### config.mk
export PLATFORM = sky130hd
export DESIGN_NAME = serv_vpu_resp
export DESIGN_NICKNAME = d
export VERILOG_FILES = /design/src/rtl/serv_vpu_resp.sv
export SDC_FILE = /design/constraint.sdc
export NUM_CORES = 1
export LEC_CHECK = 0
export CAP_MARGIN = 10
export CORE_ASPECT_RATIO = 1.25
export CORE_MARGIN = 5
export CORE_UTILIZATION = 38
export DETAILED_ROUTE_END_ITERATION = 8
export PLACE_DENSITY_LB_ADDON = 0.12
export SLEW_MARGIN = 20
export SYNTH_ARGS = -nofsm -noshare
export SYNTH_HDL_FRONTEND = slang
export SYNTH_SLANG_ARGS = --single-unit
export TNS_END_PERCENT = 10
### constraint.sdc
create_clock -name i_clk -period 2.9 [get_ports i_clk]
set_input_delay 0.435 -clock i_clk [delete_from_list [all_inputs] [get_ports i_clk]]
set_output_delay 0.435 -clock i_clk [all_outputs]
set_load 0.05 [all_outputs]
### src/rtl/serv_vpu_resp.sv
// VPU responder for SERV: bit-serial operand capture, vset* execution, timed arithmetic ops.
// Latency: config ops raise ready 2 cycles after valid; arithmetic ops after max(vl,1)+1 cycles.
// Backpressure: none; the core holds valid as a level, and WAIT ignores it until stage two is done.
// Optional feature: SERV_VPU_VSETVL_EN adds the rs2 operand register and the vsetvl register form.
module serv_vpu_resp #(
  parameter int VLEN = 128,
  parameter int VLW  = $clog2(VLEN) + 1
) (
  input  logic           i_clk,
  input  logic           i_rst,
  input  logic           i_cnt_en,
  input  logic           i_init,
  input  logic           i_rs1,
  input  logic           i_rs2,
  input  logic           i_vpu_valid,
  input  logic           i_config_op,
  input  logic           i_vset_reg,
  input  logic [10:0]    i_zimm,
  input  logic           i_rs1_zero,
  input  logic           i_rd_zero,
  output logic           o_vpu_ready,
  output logic           o_rd,
  output logic           o_busy,
  output logic [VLW-1:0] o_vl,
  output logic           o_vill,
  output logic [2:0]     o_vsew,
  output logic [2:0]     o_vlmul
);

  typedef enum logic [2:0] {
    S_IDLE,
    S_EXEC,
    S_RESP,
    S_WAIT,
    S_OUT
  } state_t;

  state_t         state_q, state_d;
  logic           config_q, config_d;
  logic [VLW-1:0] cnt_q, cnt_d;
  logic [VLW-1:0] vl_q, vl_d;
  logic           vill_q, vill_d;
  logic [2:0]     vsew_q, vsew_d;
  logic [2:0]     vlmul_q, vlmul_d;
  logic [31:0]    result_q, result_d;
  logic [31:0]    rs1_q;

  logic [10:0]    vt;
  logic [2:0]     vt_vsew;
  logic [2:0]     vt_vlmul;
  logic           cfg_vill;
  logic [31:0]    vlmax;
  logic [31:0]    avl_vl;
  logic [31:0]    cfg_vl;
  logic           unused_ok;

`ifdef SERV_VPU_VSETVL_EN
  logic [31:0]    rs2_q;

  // Shift in the rs2 operand LSB first while the core is in its operand phase.
  always_ff @(posedge i_clk or posedge i_rst) begin
    if (i_rst) begin
      rs2_q <= '0;
    end else if (i_cnt_en && i_init) begin
      rs2_q <= {i_rs2, rs2_q[31:1]};
    end
  end

  assign vt        = i_vset_reg ? rs2_q[10:0] : i_zimm;
  assign cfg_vill  = (vt[5:3] > 3'd2) || (vt[2:0] > 3'd3) || (vt[10:8] != 3'b000)
                     || (i_vset_reg && (rs2_q[31:11] != 21'd0));
  assign unused_ok = ^{vt[7:6]};
`else
  assign vt        = i_zimm;
  assign cfg_vill  = (vt[5:3] > 3'd2) || (vt[2:0] > 3'd3) || (vt[10:8] != 3'b000);
  assign unused_ok = ^{vt[7:6], i_rs2, i_vset_reg};
`endif

  // Shift in the rs1 operand (AVL) LSB first; also runs outside IDLE if the core re-enters stage one.
  always_ff @(posedge i_clk or posedge i_rst) begin
    if (i_rst) begin
      rs1_q <= '0;
    end else if (i_cnt_en && i_init) begin
      rs1_q <= {i_rs1, rs1_q[31:1]};
    end
  end

  // vtype decode and vl selection; only consumed when the vtype is legal, so out-of-range shifts are harmless.
  always_comb begin
    vt_vsew  = vt[5:3];
    vt_vlmul = vt[2:0];
    vlmax    = (32'(VLEN) >> ({1'b0, vt_vsew} + 4'd3)) << vt_vlmul;
    avl_vl   = (rs1_q < vlmax) ? rs1_q : vlmax;
    if (!i_rs1_zero) begin
      cfg_vl = avl_vl;
    end else if (!i_rd_zero) begin
      cfg_vl = vlmax;
    end else begin
      cfg_vl = 32'(vl_q);
    end
  end

  // State and architectural registers; reset leaves vtype illegal and vl zero.
  always_ff @(posedge i_clk or posedge i_rst) begin
    if (i_rst) begin
      state_q  <= S_IDLE;
      config_q <= 1'b0;
      cnt_q    <= '0;
      vl_q     <= '0;
      vill_q   <= 1'b1;
      vsew_q   <= 3'd0;
      vlmul_q  <= 3'd0;
      result_q <= '0;
    end else begin
      state_q  <= state_d;
      config_q <= config_d;
      cnt_q    <= cnt_d;
      vl_q     <= vl_d;
      vill_q   <= vill_d;
      vsew_q   <= vsew_d;
      vlmul_q  <= vlmul_d;
      result_q <= result_d;
    end
  end

  // Next-state logic: accept, execute, pulse ready, then stream the result during stage two.
  always_comb begin
    state_d  = state_q;
    config_d = config_q;
    cnt_d    = cnt_q;
    vl_d     = vl_q;
    vill_d   = vill_q;
    vsew_d   = vsew_q;
    vlmul_d  = vlmul_q;
    result_d = result_q;
    case (state_q)
      S_IDLE: begin
        if (i_vpu_valid) begin
          state_d  = S_EXEC;
          config_d = i_config_op;
          cnt_d    = vl_q;
        end
      end
      S_EXEC: begin
        if (config_q) begin
          state_d = S_RESP;
          if (cfg_vill) begin
            vl_d    = '0;
            vill_d  = 1'b1;
            vsew_d  = 3'd0;
            vlmul_d = 3'd0;
          end else begin
            vl_d    = VLW'(cfg_vl);
            vill_d  = 1'b0;
            vsew_d  = vt_vsew;
            vlmul_d = vt_vlmul;
          end
        end else if (cnt_q <= VLW'(1)) begin
          // One element per cycle; vl of zero still costs one cycle.
          state_d = S_RESP;
        end else begin
          cnt_d = cnt_q - VLW'(1);
        end
      end
      S_RESP: begin
        state_d  = S_WAIT;
        result_d = config_q ? 32'(vl_q) : 32'd0;
      end
      S_WAIT: begin
        // Bit 0 is already on o_rd in the first count cycle, so shift on the way into OUT.
        if (i_cnt_en) begin
          state_d  = S_OUT;
          result_d = {1'b0, result_q[31:1]};
        end
      end
      S_OUT: begin
        if (i_cnt_en) begin
          result_d = {1'b0, result_q[31:1]};
        end else begin
          state_d = S_IDLE;
        end
      end
      default: begin
        state_d = S_IDLE;
      end
    endcase
  end

  assign o_vpu_ready = (state_q == S_RESP);
  assign o_busy      = (state_q != S_IDLE);
  assign o_rd        = result_q[0];
  assign o_vl        = vl_q;
  assign o_vill      = vill_q;
  assign o_vsew      = vsew_q;
  assign o_vlmul     = vlmul_q;

endmodule

# == After elaboration in Yosys (flattened, before gate mapping) ==
# Index checks and enable logic that the tools add are counted.
# word_totals
ff_bits,91
input_bits,22
out_inout_bits,18
wordCells,64
# op_classes
n_addsub,2
n_lt_le_gt_ge,4
eq_ne,12
shift,2
n_mux,20
n_reduce_logical,15
# ops
operator,n
$mux W8,8
$pmux W32 S2,1
$lt A32 B32 Y1,1
$mux W32,1
$shl A32 B3 Y32,1
$shr A8 B4 Y32 const A,1
$mux W3,7
$pmux W8 S2,1
$pmux W3 S5,1
$ne A2 B2 Y1 const B,5
$le A8 B1 Y1 const B,1
$reduce_and A4 Y1,2
$sub A8 B1 Y8 const B,1
$eq A3 B2 Y1 const B,2
$gt A3 B2 Y1 const B,2
$reduce_and A2 Y1,3
$reduce_bool A3 Y1,2
$add A3 B2 Y4 const B,1
$reduce_bool A2 Y1,2
$eq A3 B1 Y1 const B,1
$eq A3 B3 Y1 const B,1
$logic_not A3 Y1,1
$ne A3 B2 Y1 const B,1
$ne A3 B3 Y1 const B,1
6 further kinds,7

# == Longest topological paths before layout ==
# Gate-level depths: netlist of the first run.
# depth
depth_word,7
ltp_mapped,12
mapped_depth_nobuf,11

# == Worst setup path before layout of the first run ==
# OpenSTA, ideal clock, no wires.
# synth_timing
path_kind,input port to flip-flop
from,in i_zimm[0]
to,"reg vl_q[5], in the netlist o_vl[5]"
arrival_time_ns,2.980
required_ns,2.778
slack_ns,-0.202
stages,10
n_path_buf,1
path_cell_list,clkbuf_1 > nor3b_1 > o21ai_0 > a21o_1 > a21o_1 > ha_1 > a2111oi_0 > a221oi_1 > or3_1 > a32o_1
# synth_between
elab_chain_len,5
# synth_rtl
item,line_no,rtl
from (decl),18,"input logic [10:0] i_zimm,"
$shl A32 B3 Y32 or $gt A3 B2 Y1 (tied branches),"92, 75",
$lt A32 B32 Y1 or $logic_or A1 B1 Y1 (tied branches),"93, 75",
$mux W8 or $logic_or A1 B1 Y1 (tied branches),"93, 75",
$mux W8 or $ne A3 B2 Y1 (tied branches),-,
$mux W8 or $reduce_and A3 Y1 (tied branches),-,
to (signal assigned),118,vl_q <= vl_d;
to (decl),41,"logic [VLW-1:0] vl_q, vl_d;"
# Several ways; a longest one is shown, not always the timed one. The select of a mux whose other input is x is not followed.
# A chain may end at the register's enable or synchronous reset.

# == Final worst setup path of the first run ==
# layout_timing
from,in i_zimm[2]
to,"reg vl_q[6], in the netlist o_vl[6]"
# The elaborated chain is that of the path after synthesis.

==> impl_metrics.py, run 1 <==
metrics = {
    "status": {
        "status": "completed",
    },
    "die": {
        "fp-row-count": 39,
        "die_y_um": 119,
        "num_io_pins": 40,
        "core_area_mm2": 0.00922,
        "die_w_um": 97.2,
        "initial_utilization_pct": 39.1,
        "die_area_mm2": 0.0116,
    },
    "critical_path": {
        "startpoint": "i_zimm[2]",
        "worst_setup_path_start_kind": "input pin",
        "rr_startpoint": "state_q[2]$_DFFE_PP0P_",
        "cp.arrival_ns": 2.91,
        "critPathMaxFanout": 6,
        "required_ns": 3.11,
        "critical_path_class": "in -> reg",
        "cp-end-kind": "flop",
    },
    "timing": {
        "max_clock_freq_mhz": 370,
        "setup_slack_ns": 0.195,
        "timing.final.crit_share_pct": 93.3,
        "setup_viol": 0,
        "rsz0062_at_grt": "false",
        "hold_viol": 0,
        "clock_skew_ns": 0.00901,
        "holdWs_ns": 0.400,
        "finalCriticalPeriod_ns": 2.70,
        "report.final.slew_viol_count": 0,
        "tightest_slew_ns": 0.815,
        "slew_headroom_pct": 45.7,
        "setup_tns_ns": 0,
    },
    "clocking": {
        "worstSkewPairLatency_ns": 0.33,
        "cts_buffers": 9,
        "cts_buffer_depth": 2,
        "clkSinkCount": 67,
        "htreeDepth": 3,
        "postCtsHoldBufs": 0,
        "cts.clk_slew.worst_paths_ns": 0.06,
        "root_buffer": "clkbuf_16",
        "cts_tree": "done",
    },
    "drt": {
        "num_vias": 2883,
        "drt-pass1-iter-count": 4,
        "drc": 0,
        "antenna_left": 0,
        "drt_iter0_markers": 111,
        "drt-total-wl_um": 8380,
        "wire_per_inst_um": 15.2,
        "vias_per_cell": 5.23,
    },
    "flow_run": {
        "maxCapViolCount": 0,
    },
    "power": {
        "p_sw_mw": 1.21,
        "worst_ir_drop_vdd_mv": 0.442,
        "report.power.total_mw": 3.50,
        "power_density_mw_per_mm2": 745,
        "p_leak_nw": 2.11,
        "power_frac_clock_pct": 32.3,
        "comb_power_share_pct": 30.7,
        "p_seq_share_pct": 37.1,
        "internal_power_mw": 2.29,
        "swShare_pct": 34.5,
    },
    "yosys": {
        "yosysWarnings": 0,
        "synthDistinctLibCells": 60,
        "async_flop_share_pct": 100,
        "synth_flop_cell": "dfrtp_1",
        "ys_seq_area_share_pct": 46.5,
        "avgSynthCellArea_um2": 10.2,
        "syn_inst": 353,
        "synth-seq-cells": 67,
        "syn-num-nets": 388,
        "synth_edf_count": 0,
        "netlist_area_mm2": 0.00361,
    },
    "min_path": {
        "hold_class": "in -> async",
    },
    "layout": {
        "drive_above_1_share_pct": 26.2,
        "stdcell_count": 551,
        "diodes": 0,
        "finalNetCount": 458,
        "final_common_cell": "dfrtp_1",
        "n_fill_cell": 818,
        "final_cell_mix": "dfrtp_1, buf_4, mux2_2",
        "area_growth_syn_to_layout_pct": 30.4,
    },
    "grt": {
        "antenna_found_initial": 0,
        "grt_first_pass_wirelength_um": 14500,
        "overflow": 0,
        "grt.total_usage_pct": 15.2,
        "grt_max_degree": 33,
        "grt_pass1_vias": 2944,
    },
    "placed_design": {
        "place_inst": 533,
        "dpl.hpwl_um": 6200,
        "portBuffers": 35,
        "post-place-ws_ns": -0.603,
        "gp_congestion": 0.871,
    },
}
-- worst max-delay path, cell delays in order --
cell and delay [ns]:
dlygate4sd2_1 0.29, nor4bb_2 0.36, a31oi_1 0.09, o211a_1 0.26
ha_1 0.30, a21oi_1 0.13, o21ai_1 0.12, a211o_4 0.37
or3_1 0.32, a32o_1 0.25
-- cell usage after synthesis, drive strengths merged (2+ instances only) --
cell / number / area [um2]
a32oi: 2 / 17.5
nand4: 8 / 50.1
a21o: 3 / 22.5
inv: 15 / 56.3
nor4: 10 / 62.6
and3: 8 / 50.1
and2: 5 / 31.3
a211oi: 2 / 15.0
xnor2: 2 / 17.5
nand2: 27 / 101
o311ai: 2 / 17.5
a21oi: 21 / 105
nor3b: 4 / 46.3
o21ai: 29 / 149
and4: 3 / 26.3
or3: 5 / 31.3
a32o: 6 / 60.1
ha: 13 / 163
dfrtp: 66 / 1650
a22o: 4 / 35.0
clkbuf: 11 / 41.3
nand3: 6 / 30.0
a31oi: 3 / 18.8
a21boi: 2 / 15.0
nor3: 7 / 35.0
nand2b: 3 / 18.8
o211ai: 2 / 20.0
buf: 8 / 50.0
and3b: 2 / 17.5
nor2: 19 / 78.8
a22oi: 2 / 15.0
mux2: 33 / 372
o21a: 2 / 15.0
-- kinds of logic after synthesis --
logic type	Yosys count	synth area share, %
AND/OR/NAND/NOR	112	17.2
AO/OA/AOI/OAI	92	16.9
flip-flops	67	46.5
buffers and inverters	34	4.09
multiplexers	33	10.3
adder cells (fa/ha/maj)	13	4.51
XOR/XNOR	2	0.486
-- registers in the layout (all words and copies together) (netlist names) --
signal,cells
o_vl,8
o_vsew,3
config_q,1
result_q,8
o_vill,1
o_vlmul,3
state_q,3
rs1_q,32
cnt_q,8
-- power by group through the flow --
stage	logic, mW	registers [mW]	clock network, mW
finish	1.08	1.30	1.13
global route	1.21	1.34	1.21
CTS	1.08	1.30	1.16
detailed placement	1.07	1.32	0
global placement	1.06	1.31	0
floorplan	0.836	1.25	0
-- routing by layer --
metal	share of wire, %	up-vias	track usage, %	wire (um)
li1	-	1450	-	-
met1	45	1380	18.9	3790
met2	50	40	26.0	4200
met3	2.4	13	2.98	205
met4	2.2	0	5.97	182
met5	0	-	0	0
-- through the flow --
stage          cell area, um2  util, %
5_1_grt                  4700     51.0
6_report                 4700     51.0
3_5_place_dp             4350     47.1
3_3_place_gp             4350     47.1
4_1_cts                  4700     51.0
2_1_floorplan            3620        -
-- cell type report --
class | count | area [um2] | share of cell area [%]
tap | 123 | 154 | 3.27
multi-input combinational | 252 | 1840 | 39.2
sequential | 67 | 1680 | 35.7
inverter | 15 | 56.3 | 1.20
clock buffer | 11 | 253 | 5.37
timing repair buffer | 78 | 661 | 14.0
clock inverter | 5 | 60.1 | 1.28
-- path summary, 6_finish.rpt --
| check | cells past startpoint | end | slack (ns) |
|---|---|---|---|
| setup / recovery | 10 | o_vl[6]$_DFFE_PP0P_ | 0.20 |
| hold / removal | 2 | result_q[5]$_DFFE_PP0P_ | 0.40 |
| setup reg to reg | 5 | o_vl[2]$_DFFE_PP0P_ | 0.59 |
| hold reg to reg | 2 | o_vill$_DFFE_PP1P_ | 0.46 |
| max in group asynchronous | 3 | rs1_q[8]$_DFFE_PP0P_ | 1.79 |
| min in group i_clk | 2 | o_vill$_DFFE_PP1P_ | 0.46 |
-- timing repair --
| item | CTS | global route |
|---|---|---|
| gates cloned | 0 | 0 |
| endpoints found under the setup margin | 8 | 5 |
| setup buffers | 1 | 1 |
| gates resized for setup | 16 | 11 |
| pin swaps | 2 | 1 |
Note: power is estimated with default switching activity, not from simulation.
==> run 2, diff against run 1 <==
--- a/config.mk
+++ b/config.mk
@@ -7,7 +7,6 @@
 export LEC_CHECK = 0
 export CAP_MARGIN = 10
 export CORE_ASPECT_RATIO = 1.25
-export CORE_MARGIN = 5
 export CORE_UTILIZATION = 38
 export DETAILED_ROUTE_END_ITERATION = 8
 export PLACE_DENSITY_LB_ADDON = 0.12
==> impl_metrics.py, run 2 (synthesized netlist as in run 1, its figures left out) <==
metrics = {
    "grt": {
        "antenna_found_initial": 0,
        "grt.total_usage_pct": 18.1,
        "overflow": 0,
        "grt_max_degree": 34,
        "grt_first_pass_wirelength_um": 14000,
        "grt_pass1_vias": 2999,
    },
    "power": {
        "p_sw_mw": 1.21,
        "p_leak_nw": 2.15,
        "internal_power_mw": 2.42,
        "power_frac_clock_pct": 34.6,
        "p_seq_share_pct": 35.9,
        "worst_ir_drop_vdd_mv": 0.359,
        "swShare_pct": 33.3,
        "report.power.total_mw": 3.63,
        "power_density_mw_per_mm2": 759,
        "comb_power_share_pct": 29.5,
    },
    "min_path": {
        "hold_class": "in -> async",
    },
    "timing": {
        "max_clock_freq_mhz": 363,
        "timing.final.crit_share_pct": 95.1,
        "setup_viol": 0,
        "clock_skew_ns": 0.00513,
        "finalCriticalPeriod_ns": 2.76,
        "rsz0062_at_grt": "true",
        "report.final.slew_viol_count": 0,
        "setup_slack_ns": 0.142,
        "slew_headroom_pct": 50.7,
        "hold_viol": 0,
        "tightest_slew_ns": 0.740,
    },
    "flow_run": {
        "maxCapViolCount": 0,
    },
    "placed_design": {
        "gp_congestion": 0.821,
        "dpl.hpwl_um": 6050,
        "portBuffers": 35,
        "post-place-ws_ns": -0.656,
        "dpl_cell_area_mm2": 0.00437,
    },
    "drt": {
        "vias_per_cell": 5.34,
        "drc": 0,
        "wire_per_inst_um": 14.7,
        "num_vias": 2944,
        "antenna_left": 0,
        "drt_iter0_markers": 64,
        "drt-pass1-iter-count": 4,
        "drt-total-wl_um": 8080,
    },
    "critical_path": {
        "rr_startpoint": "state_q[2]$_DFFE_PP0P_",
        "worst_setup_path_start_kind": "input pin",
        "critical_path_class": "in -> reg",
        "r2r_cells": 6,
        "max_stage_delay_ns": 0.43,
        "cp-end-kind": "flop",
        "path_buf_inv": 1,
        "critPathSlowestCell": "a2111oi_4",
        "r2r_slack_ns": 0.52,
        "crit_chain": "dlygate4sd2_1 > and3b_1 > o21ai_1 > a21o_1 > a21o_1 > ha_1 > a2111oi_4 > a221oi_2 > or3_1 > a32o_1",
        "r2r-end": "cnt_q[0]$_DFFE_PP0P_",
        "crit_top_cell": "a21o_1",
        "startpoint": "i_zimm[0]",
        "cp.arrival_ns": 2.96,
        "path_delay_family": "compound AO/OA/AOI/OAI gates",
        "critPathMaxFanout": 6,
        "required_ns": 3.11,
    },
    "die": {
        "fp-row-count": 39,
        "core_area_mm2": 0.00917,
        "num_io_pins": 40,
        "initial_utilization_pct": 39.3,
        "die_area_mm2": 0.00989,
        "die_y_um": 111,
        "die_w_um": 89.2,
    },
    "clocking": {
        "htreeDepth": 3,
        "cts.clk_slew.worst_paths_ns": 0.06,
        "cts_setup_buffers": 0,
        "worstSkewPairLatency_ns": 0.32,
        "cts_tree": "done",
        "root_buffer": "clkbuf_16",
        "postCtsHoldBufs": 0,
        "cts_buffers": 9,
        "clkSinkCount": 67,
        "cts_buffer_depth": 2,
    },
    "layout": {
        "seqCellArea_mm2": 0.00168,
        "area_growth_syn_to_layout_pct": 32.7,
        "multi_input_area_mm2": 0.00187,
        "drive_above_1_share_pct": 26.6,
        "fin_util_pct": 52.2,
        "diodes": 0,
        "final_cell_area_mm2": 0.00479,
        "regMostFlops": "rs1_q",
        "n_fill_cell": 874,
        "finalNetCount": 458,
        "final_common_cell": "dfrtp_1",
        "final_cell_mix": "dfrtp_1, buf_4, mux2_2",
        "largest_register_ffs": 32,
    },
    "status": {
        "status": "completed",
    },
}
## run 2: changes by cell type in the layout (fill, tap and decap cells not counted), sizes merged
| cell | change |
|---|---|
| clkbuf | -4 |
| bufinv | +2 |
| inv | +2 |
| buf | +1 |
| clkdlybuf4s15 | +1 |
| clkinv | -1 |
| clkinvlp | -1 |
## run 2: layout make-up
cell class,instances,share of cell area [%]
clock buffers,9,4.70
flip-flops and latches,67,35.0
repair buffers,78,14.2
well taps,123,3.21
clock inverters,7,2.54
multi-input cells,252,39.1
inverters,15,1.18
## run 2: worst max-delay path by stage
stage,end,cells after the start
after CTS,o_vl[6]$_DFFE_PP0P_,11
after detailed placement,o_vl[2]$_DFFE_PP0P_,11
after floorplan,o_vl[5]$_DFFE_PP0P_,10
after global placement,o_vl[1]$_DFFE_PP0P_,12
final,o_vl[6]$_DFFE_PP0P_,10
after global routing,o_vl[4]$_DFFE_PP0P_,14
## run 2: repair_timing
action                     in CTS  in global routing
gates cloned                    0                  0
pin swaps                       1                  2
setup endpoints to repair       8                  8
resized for setup              23                 11
## run 2: metrics by stage
step           hold WS [ns]  cells  setup TNS (ns)
2_1_floorplan         0.450    353               0
3_3_place_gp          0.455    535           -4.16
3_5_place_dp          0.459    535           -4.84
4_1_cts               0.430    551               0
5_1_grt               0.478    551         -0.0326
6_report              0.423    551               0
## run 2: layer usage
layer / global-route usage (%) / wire length (um) / vias up
met5: 0 / 0 / -
met2: 32.1 / 4270 / 26
li1: - / - / 1463
met4: 6.67 / 121 / 0
met3: 3.20 / 147 / 10
met1: 21.4 / 3550 / 1445
## run 2: power by group through the flow
stage / Combinational [mW] / Sequential (mW) / Clock, mW
3_5_place_dp: 1.07 / 1.31 / 0
4_1_cts: 1.08 / 1.30 / 1.29
3_3_place_gp: 1.05 / 1.31 / 0
6_report: 1.07 / 1.30 / 1.26
5_1_grt: 1.20 / 1.34 / 1.32
2_1_floorplan: 0.836 / 1.25 / 0
==> run 3, diff against run 2 <==
--- a/config.mk
+++ b/config.mk
@@ -10,6 +10,7 @@
 export CORE_UTILIZATION = 38
 export DETAILED_ROUTE_END_ITERATION = 8
 export PLACE_DENSITY_LB_ADDON = 0.12
+export REMOVE_ABC_BUFFERS = 1
 export SLEW_MARGIN = 20
 export SYNTH_ARGS = -nofsm -noshare
 export SYNTH_HDL_FRONTEND = slang
==> constraint.sdc (replaced) <==
create_clock -name i_clk -period 2.8 [get_ports i_clk]
set_input_delay 0.42 -clock i_clk [delete_from_list [all_inputs] [get_ports i_clk]]
set_output_delay 0.42 -clock i_clk [all_outputs]
set_load 0.05 [all_outputs]
==> impl_metrics.py, run 3 (synthesized netlist as in run 1, its figures left out) <==
metrics = {
    "timing": {
        "tightest_slew_ns": 0.503,
        "max_clock_freq_mhz": 369,
        "hold_viol": 0,
        "slew_headroom_pct": 66.4,
        "clock_skew_ns": 0.00485,
        "timing.final.crit_share_pct": 96.7,
        "report.final.slew_viol_count": 0,
        "setup_viol": 0,
        "finalCriticalPeriod_ns": 2.71,
        "holdWs_ns": 0.460,
    },
    "critical_path": {
        "crit_chain": "clkdlybuf4s15_1 > buf_6 > nor3b_4 > buf_4 > nand4_1 > o211a_1 > ha_4 > a21oi_1 > o21ai_1 > a211o_4 > or3_1 > a32o_1",
        "required_ns": 3.02,
        "cp.arrival_ns": 2.92,
        "max_stage_delay_ns": 0.38,
        "critical_path_class": "in -> reg",
        "worst_setup_path_start_kind": "input pin",
        "path_buf_inv": 3,
        "critPathSlowestCell": "a211o_4",
        "cp-end-kind": "flop",
        "path_delay_family": "compound AO/OA/AOI/OAI gates",
        "critPathMaxFanout": 6,
    },
    "layout": {
        "stdcell_count": 552,
        "final_common_cell": "dfrtp_1",
        "finalNetCount": 460,
        "largest_register_ffs": 32,
        "regMostFlops": "rs1_q",
        "drive_above_1_share_pct": 28.4,
        "final_cell_mix": "dfrtp_1, buf_4, mux2_2",
        "area_growth_syn_to_layout_pct": 34.6,
        "diodes": 0,
    },
    "drt": {
        "drt-pass1-iter-count": 4,
        "wire_per_inst_um": 15.5,
        "drt-total-wl_um": 8570,
        "drt_iter0_markers": 126,
        "vias_per_cell": 5.40,
        "antenna_left": 0,
        "num_vias": 2980,
        "drc": 0,
    },
    "die": {
        "die_area_mm2": 0.00989,
        "core_area_mm2": 0.00917,
        "die_y_um": 111,
        "initial_utilization_pct": 39.3,
        "fp-row-count": 39,
        "num_io_pins": 40,
        "die_w_um": 89.2,
    },
    "grt": {
        "grt_pass1_vias": 2965,
        "grt_first_pass_wirelength_um": 14200,
        "grt_max_degree": 68,
        "antenna_found_initial": 0,
        "grt.total_usage_pct": 18.9,
        "overflow": 0,
    },
    "clocking": {
        "cts_tree": "done",
        "worstSkewPairLatency_ns": 0.33,
        "cts_buffers": 9,
        "htreeDepth": 3,
        "cts_buffer_depth": 2,
        "cts.clk_slew.worst_paths_ns": 0.05,
        "clkSinkCount": 67,
        "root_buffer": "clkbuf_16",
        "postCtsHoldBufs": 0,
    },
    "status": {
        "status": "completed",
    },
    "power": {
        "power_density_mw_per_mm2": 770,
        "report.power.total_mw": 3.74,
        "worst_ir_drop_vdd_mv": 0.345,
        "p_leak_nw": 2.17,
    },
    "placed_design": {
        "dpl.hpwl_um": 6160,
        "gp_congestion": 0.827,
        "place_inst": 535,
        "portBuffers": 35,
    },
    "min_path": {
        "hold_class": "reg -> reg",
    },
    "flow_run": {
        "maxCapViolCount": 0,
    },
}
run 3: through the flow:
step	area, um2	setup slack [ns]	TNS (ns)	utilization (%)
after floorplan	3520	-0.00643	-0.0129	-
after global placement	4370	-0.694	-5.19	47.6
after detailed placement	4370	-0.760	-5.76	47.6
after CTS	4740	0.0182	0	51.7
after global routing	4860	-0.0102	-0.0108	53.0
final	4860	0.0911	0	53.0
run 3: area by class of cell:
cell class | instances | area [um2]
clock buffer | 12 | 267
clock inverter | 3 | 68.8
fill | 895 | 4320
inverter | 15 | 56.3
multi-input combinational | 252 | 1930
sequential | 67 | 1680
tap | 123 | 154
timing repair buffer | 80 | 708
run 3: final timing paths:
path                                        start                      end  slack [ns]  cells after the start
max                                     i_zimm[4]      o_vl[6]$_DFFE_PP0P_        0.09                     12
min                            o_vill$_DFFE_PP1P_       o_vill$_DFFE_PP1P_        0.46                      2
max reg2reg                state_q[2]$_DFFE_PP0P_     cnt_q[0]$_DFFE_PP0P_        0.52                      6
min reg2reg                    o_vill$_DFFE_PP1P_       o_vill$_DFFE_PP1P_        0.46                      2
max in group asynchronous                   i_rst    rs1_q[21]$_DFFE_PP0P_        2.02                      3
min in group asynchronous                   i_rst  result_q[2]$_DFFE_PP0P_        0.47                      3
run 3: what timing repair did:
action	in CTS	in global routing
setup endpoints to repair	8	8
endpoints found under the hold margin	0	0
resized for setup	20	23
cloned	0	0
pin swaps	2	10
setup buffers	0	2
run 3: metal layers:
metal | track usage (%) | up-vias | share of wire, %
li1 | - | 1460 | -
met1 | 22.7 | 1452 | 43
met2 | 31.9 | 52 | 51
met3 | 4.47 | 16 | 3.8
met4 | 7.20 | 0 | 2.3
met5 | 0 | - | 0
run 3: power breakdown:
part | internal, mW | switching (mW)
registers | 1.16 | 0.196
logic | 0.494 | 0.640
clock network | 0.850 | 0.402
total | 2.50 | 1.24
run 3: worst reg2reg max path, delay by kind of cell (launching register included):
| family | cells | cell delay (ns) |
|---|---|---|
| AND/OR/NAND/NOR | 4 | 1.20 |
| flip-flops | 1 | 0.46 |
| AO/OA/AOI/OAI | 1 | 0.33 |
| buffers and inverters | 1 | 0.22 |
